## src/rtl/pndes_if.sv

```systemverilog
// Receive-side link bundle: serial line in, payload word out with valid/ready.
// The master side belongs to the deserializer, the slave side to the line
// driver plus the downstream checker.
interface pndes_if #(
    parameter int LW = 5,
    parameter int DW = 32
);
    logic          dat_i;
    logic [DW-1:0] dat_o;
    logic [LW-1:0] len_o;
    logic          vld_o;
    logic          rdy_i;
    logic          err_o;
    logic          ovf_o;

    modport master (
        input  dat_i, rdy_i,
        output dat_o, len_o, vld_o, err_o, ovf_o
    );

    modport slave (
        output dat_i, rdy_i,
        input  dat_o, len_o, vld_o, err_o, ovf_o
    );
endinterface

```

## src/rtl/pndes.sv

```systemverilog
// Serial frame deserializer: hunts for the header, captures LEN and LEN+1
// payload bits (bit0 first), verifies the footer and hands the word to the
// consumer through a valid/ready register stage.
module pndes #(
    parameter int            HW  = 8,
    parameter logic [HW-1:0] HDR = 8'hA5,
    parameter logic [HW-1:0] FTR = 8'h5A,
    parameter int            LW  = 5,
    parameter int            DW  = 32
) (
    input  logic     clk_i,
    input  logic     rst_i,
    pndes_if.master  bus
);
    // One counter serves LEN, DATA and FOOT, so it must span the widest phase.
    localparam int CW = (LW > $clog2(HW)) ? LW : $clog2(HW);

    typedef enum logic [1:0] {
        S_HUNT = 2'd0,
        S_LEN  = 2'd1,
        S_DATA = 2'd2,
        S_FOOT = 2'd3
    } state_t;

    state_t        state_q, state_d;
    logic [HW-1:0] sr_q, sr_d;
    logic [CW-1:0] cnt_q, cnt_d;
    logic [LW-1:0] len_q, len_d;
    logic [DW-1:0] shadow_q, shadow_d;
    logic [DW-1:0] dat_q, dat_d;
    logic [LW-1:0] len_o_q, len_o_d;
    logic          vld_q, vld_d;
    logic          err_q, err_d;
    logic          ovf_q, ovf_d;

    // Sliding window including the bit on the line this cycle.
    logic [HW-1:0] win;
    assign win = {sr_q[HW-2:0], bus.dat_i};

    // Next-state and output computation for the frame walker and handshake.
    always_comb begin
        // NOTE: every signal gets a default first so no path leaves it unassigned (no latch).
        state_d  = state_q;
        sr_d     = sr_q;
        cnt_d    = cnt_q;
        len_d    = len_q;
        shadow_d = shadow_q;
        dat_d    = dat_q;
        len_o_d  = len_o_q;
        vld_d    = vld_q;
        err_d    = 1'b0;
        ovf_d    = 1'b0;

        // Consumer takes the word; a completing good frame below may re-arm vld.
        if (vld_q && bus.rdy_i) begin
            vld_d = 1'b0;
        end

        case (state_q)
            S_HUNT: begin
                sr_d = win;
                if (win == HDR) begin
                    state_d = S_LEN;
                    cnt_d   = '0;
                end
            end
            S_LEN: begin
                len_d = {len_q[LW-2:0], bus.dat_i};
                cnt_d = cnt_q + CW'(1);
                if (cnt_q == CW'(LW - 1)) begin
                    state_d  = S_DATA;
                    cnt_d    = '0;
                    shadow_d = '0;
                end
            end
            S_DATA: begin
                shadow_d[cnt_q[LW-1:0]] = bus.dat_i;
                cnt_d = cnt_q + CW'(1);
                if (cnt_q == CW'(len_q)) begin
                    state_d = S_FOOT;
                    cnt_d   = '0;
                end
            end
            S_FOOT: begin
                sr_d  = win;
                cnt_d = cnt_q + CW'(1);
                if (cnt_q == CW'(HW - 1)) begin
                    state_d = S_HUNT;
                    cnt_d   = '0;
                    // A fresh header must arrive in full after every frame.
                    sr_d    = '0;
                    if (win == FTR) begin
                        dat_d   = shadow_q;
                        len_o_d = len_q;
                        vld_d   = 1'b1;
                        ovf_d   = vld_q && !bus.rdy_i;
                    end else begin
                        err_d = 1'b1;
                    end
                end
            end
            default: state_d = S_HUNT;
        endcase
    end

    // State register with synchronous reset.
    always_ff @(posedge clk_i) begin
        if (rst_i) begin
            state_q  <= S_HUNT;
            sr_q     <= '0;
            cnt_q    <= '0;
            len_q    <= '0;
            shadow_q <= '0;
            dat_q    <= '0;
            len_o_q  <= '0;
            vld_q    <= 1'b0;
            err_q    <= 1'b0;
            ovf_q    <= 1'b0;
        end else begin
            // NOTE: non-blocking so every flop samples the pre-edge values.
            state_q  <= state_d;
            sr_q     <= sr_d;
            cnt_q    <= cnt_d;
            len_q    <= len_d;
            shadow_q <= shadow_d;
            dat_q    <= dat_d;
            len_o_q  <= len_o_d;
            vld_q    <= vld_d;
            err_q    <= err_d;
            ovf_q    <= ovf_d;
        end
    end

    assign bus.dat_o = dat_q;
    assign bus.len_o = len_o_q;
    assign bus.vld_o = vld_q;
    assign bus.err_o = err_q;
    assign bus.ovf_o = ovf_q;
endmodule
```

## src/flat_wrapper.sv

```systemverilog
// flat-port wrapper written by rule: the top's interface ports become plain ports
module pndes_flat 
#(
    parameter int            HW  = 8,
    parameter logic [HW-1:0] HDR = 8'hA5,
    parameter logic [HW-1:0] FTR = 8'h5A,
    parameter int            LW  = 5,
    parameter int            DW  = 32
)
  (clk_i, rst_i, bus_dat_i, bus_rdy_i, bus_dat_o, bus_len_o, bus_vld_o, bus_err_o, bus_ovf_o);
  pndes_if #(.LW(LW), .DW(DW)) bus_i ();
  input  logic clk_i;
  input  logic rst_i;
  input wire logic [$bits(bus_i.dat_i)-1:0] bus_dat_i;
  input wire logic [$bits(bus_i.rdy_i)-1:0] bus_rdy_i;
  output wire logic [$bits(bus_i.dat_o)-1:0] bus_dat_o;
  output wire logic [$bits(bus_i.len_o)-1:0] bus_len_o;
  output wire logic [$bits(bus_i.vld_o)-1:0] bus_vld_o;
  output wire logic [$bits(bus_i.err_o)-1:0] bus_err_o;
  output wire logic [$bits(bus_i.ovf_o)-1:0] bus_ovf_o;
  assign bus_i.dat_i = bus_dat_i;
  assign bus_i.rdy_i = bus_rdy_i;
  assign bus_dat_o = bus_i.dat_o;
  assign bus_len_o = bus_i.len_o;
  assign bus_vld_o = bus_i.vld_o;
  assign bus_err_o = bus_i.err_o;
  assign bus_ovf_o = bus_i.ovf_o;
  pndes #(.HW(HW), .HDR(HDR), .FTR(FTR), .LW(LW), .DW(DW)) u_core (.clk_i(clk_i), .rst_i(rst_i), .bus(bus_i));
endmodule
```

## config.mk

```make
export PLATFORM = sky130hd
export DESIGN_NAME = pndes_flat
export DESIGN_NICKNAME = d
export VERILOG_FILES = /design/src/rtl/pndes_if.sv /design/src/rtl/pndes.sv /design/src/flat_wrapper.sv
export SDC_FILE = /design/constraint.sdc
export NUM_CORES = 1
export LEC_CHECK = 0
export ABC_AREA = 1
export CAP_MARGIN = 20
export CORE_MARGIN = 2
export CORE_UTILIZATION = 40
export CTS_BUF_LIST = sky130_fd_sc_hd__clkbuf_16
export DETAILED_ROUTE_END_ITERATION = 12
export PLACE_DENSITY = 0.58
export SLEW_MARGIN = 25
export SYNTH_ARGS = -nofsm -noshare
export SYNTH_HDL_FRONTEND = slang
export SYNTH_SLANG_ARGS = --single-unit
export TNS_END_PERCENT = 5
```

## constraint.sdc

```tcl
create_clock -name clk_i -period 3 [get_ports clk_i]
set_input_delay 0.9 -clock clk_i [delete_from_list [all_inputs] [get_ports clk_i]]
set_output_delay 0.9 -clock clk_i [all_outputs]
set_load 0.05 [all_outputs]
```

==> metrics <==
status finished clean; Cells after DPL 721; ant diodes 0; synth top area cells dfxtp_1 46%, nand2_1 12%, o21ai_0 10%, nor2_1 9.0%, a21oi_1 6.5%; Final setup viols 0; arrival time of the worst setup path 1.49 ns; Resize count post-CTS 0; placed cell area 0.00450 mm²; core area 0.00973 mm²; relative slew slack 38.3%; final instance area 0.00481 mm²; P_int 2.26 mW; clock latency at the later pin of the worst-skew pair 0.34 ns; Final #Nets 611; initial antenna violation count 0; r2r startpoint u_core.state_q[0]; Die X 104 µm; Detail Route Antenna Nets 0; Worst Hold Class flip-flop to flip-flop; critical path capture point type output pin; YS warnings 0; FF-to-FF End u_core.shadow_q[26]; vias 3486; Crit Path Class flip-flop to output pin; Seq/Total Area, Yosys 45.7%; IO buf count 43; Tot GR Track Use 17.6%; Die ar. 0.0108 mm²; Leakage Power 1.91 nW; Slew @ Worst Pin 0.924 ns; share of the synthesized area in the top cell type 45.7%; r2r worst-path depth 7; crit path capture bus_vld_o; post-route setup TNS 0 ns; Final GP Congestion 0.833; DRC Markers 0; cell depth of the worst setup path 1; drt initial violations 155; TritonCTS clock tree done; Sink Count 91; std cell rows 36; net switching power 1.07 mW; dpl ws 0.408 ns; final cell count without fillers 737; first-pass GRT wire length 15400 µm; CTS Root Buffer Type clkbuf_16; Max Cap Viol 0; crit path launch u_core.bus.vld_o; Hold Path Depth 2; crit path time final 2.39 ns; clock share of power 35.1%; height of the die 104 µm; Max rail drop VDD 0.000418 V; Starting Density 40.9%; cts hold-fix bufs 0; sw frac 32.1%; CP required 2.10 ns; Max Buffers Root-to-Sink 2; CP startpoint kind flip-flop; CP max FO 2; reg2reg setup slack 0.89 ns; vias per inst 4.73; Worst-path clk slew 0.06 ns; largest net degree at the start of global routing 41; first-pass detailed-route iteration total 4; Area Growth Syn to Fin 20.7%; top cell family by delay on the critical path buffers and inverters; unrepaired setup endpoints after global routing false; buffer and inverter count on the worst path 1; combinational share of power 24.3%; worst setup margin 0.615 ns; Final HPWL DP 5860 µm; share of cells above drive strength 1 5.63%; fill count 1007; grt total ovfl 0; CTS buffer count 9; Synth Register Bits 91; number of global-route vias before repair 3351; Clock Skew 0.00553 ns; post-synth net total 578; H-tree levels 3; Seq pwr share 40.6%; sequence of cells on the critical path clkdlybuf4s50_1; wire length per cell 12.0 µm; Worst path slowest cell clkdlybuf4s50_1; fin crit share 79.5%; cell taking the most area after synthesis dfxtp_1; PD cells 693 mW/mm²; setup bufs post-CTS 0; crit-path max cell delay 0.81 ns; Fmax 419 MHz; Final Hold Vio Count 0; Cells after Synth 566; post-synth cell types 28; top-level port count 44; Slew Viols, Final 0; Synth Area per Inst 7.04 µm²; Post-Route WL 8820 µm; Post-Syn Area 0.00398 mm²
==> cells in the final DEF, fill, tap and decap left out, types with 2 or more instances in the layout <==
master / instances
a211oi_1: 2
a21oi_1: 52
buf_4: 9
bufinv_16: 2
clkbuf_16: 9
clkdlybuf4s50_1: 43
clkinv_1: 3
dfxtp_1: 91
ha_1: 8
inv_1: 49
inv_2: 4
nand2_1: 129
nand3_1: 8
nor2_1: 96
nor3_1: 4
o21ai_0: 81
==> cell type report <==
cell class	instances	area, µm²	area share (%)
timing repair buffer	53	518	10.8
tap	133	166	3.46
clock buffer	9	225	4.69
multi-input combinational	390	1790	37.2
sequential	91	1820	37.9
inverter	54	205	4.27
clock inverter	7	83.8	1.74
==> power by group through the flow <==
stage,logic [mW],registers [mW],clock network (mW)
floorplan,0.628,1.36,0
global placement,0.793,1.38,0
detailed placement,0.800,1.38,0
CTS,0.811,1.35,1.20
global route,0.941,1.36,1.24
finish,0.808,1.35,1.17
==> kinds of logic after synthesis <==
kind of cell	after synthesis	share of synthesized area, %
AND/OR/NAND/NOR	244	24.7
AO/OA/AOI/OAI	136	17.2
flip-flops	91	45.7
buffers and inverters	85	9.42
adder cells (fa/ha/maj)	8	2.51
XOR/XNOR	2	0.440
==> registers in the layout, indices dropped and copies added (netlist names) <==
signal / count
u_core.bus.vld_o: 1
u_core.state_q: 2
u_core.shadow_q: 32
u_core.cnt_q: 5
u_core.sr_q: 7
u_core.bus.len_o: 5
u_core.bus.err_o: 1
u_core.len_q: 5
u_core.bus.dat_o: 32
u_core.bus.ovf_o: 1
==> through the flow <==
step	hold WS (ns)	util, %	total power, mW
final	0.458	49.4	3.33
after global routing	0.467	49.4	3.55
after CTS	0.461	49.4	3.36
after detailed placement	0.451	46.2	2.18
after global placement	0.446	46.2	2.17
after floorplan	0.436	-	1.99
==> worst min-delay path by stage <==
stage                                    from                   to  slack, ns
after floorplan            u_core.shadow_q[0]   u_core.shadow_q[0]       0.44
after global placement     u_core.shadow_q[2]   u_core.shadow_q[2]       0.45
after detailed placement  u_core.shadow_q[17]  u_core.shadow_q[17]       0.45
after CTS                 u_core.shadow_q[25]  u_core.shadow_q[25]       0.46
after global routing      u_core.shadow_q[11]  u_core.shadow_q[11]       0.47
final                     u_core.shadow_q[25]  u_core.shadow_q[25]       0.46
==> Yosys cell counts, drive strengths merged <==
cell type and count:
ha 8, xnor2 1, a21oi 52, buf 16
dfxtp 91, inv 53, o21ai 82, xor2 1
nor2 98, nor3 5, clkbuf 15, clkinv 1
a211oi 2, nor4 1, nand2 131, nand3 8
nand4 1
==> per-layer routing <==
metal	part of all wire, %	wire (µm)	track usage [%]
met3	2.7	240	3.65
met4	1.5	131	7.82
met5	0	0	0
met1	50	4420	22.7
met2	46	4030	28.5
(Power assumes the default switching activity.)
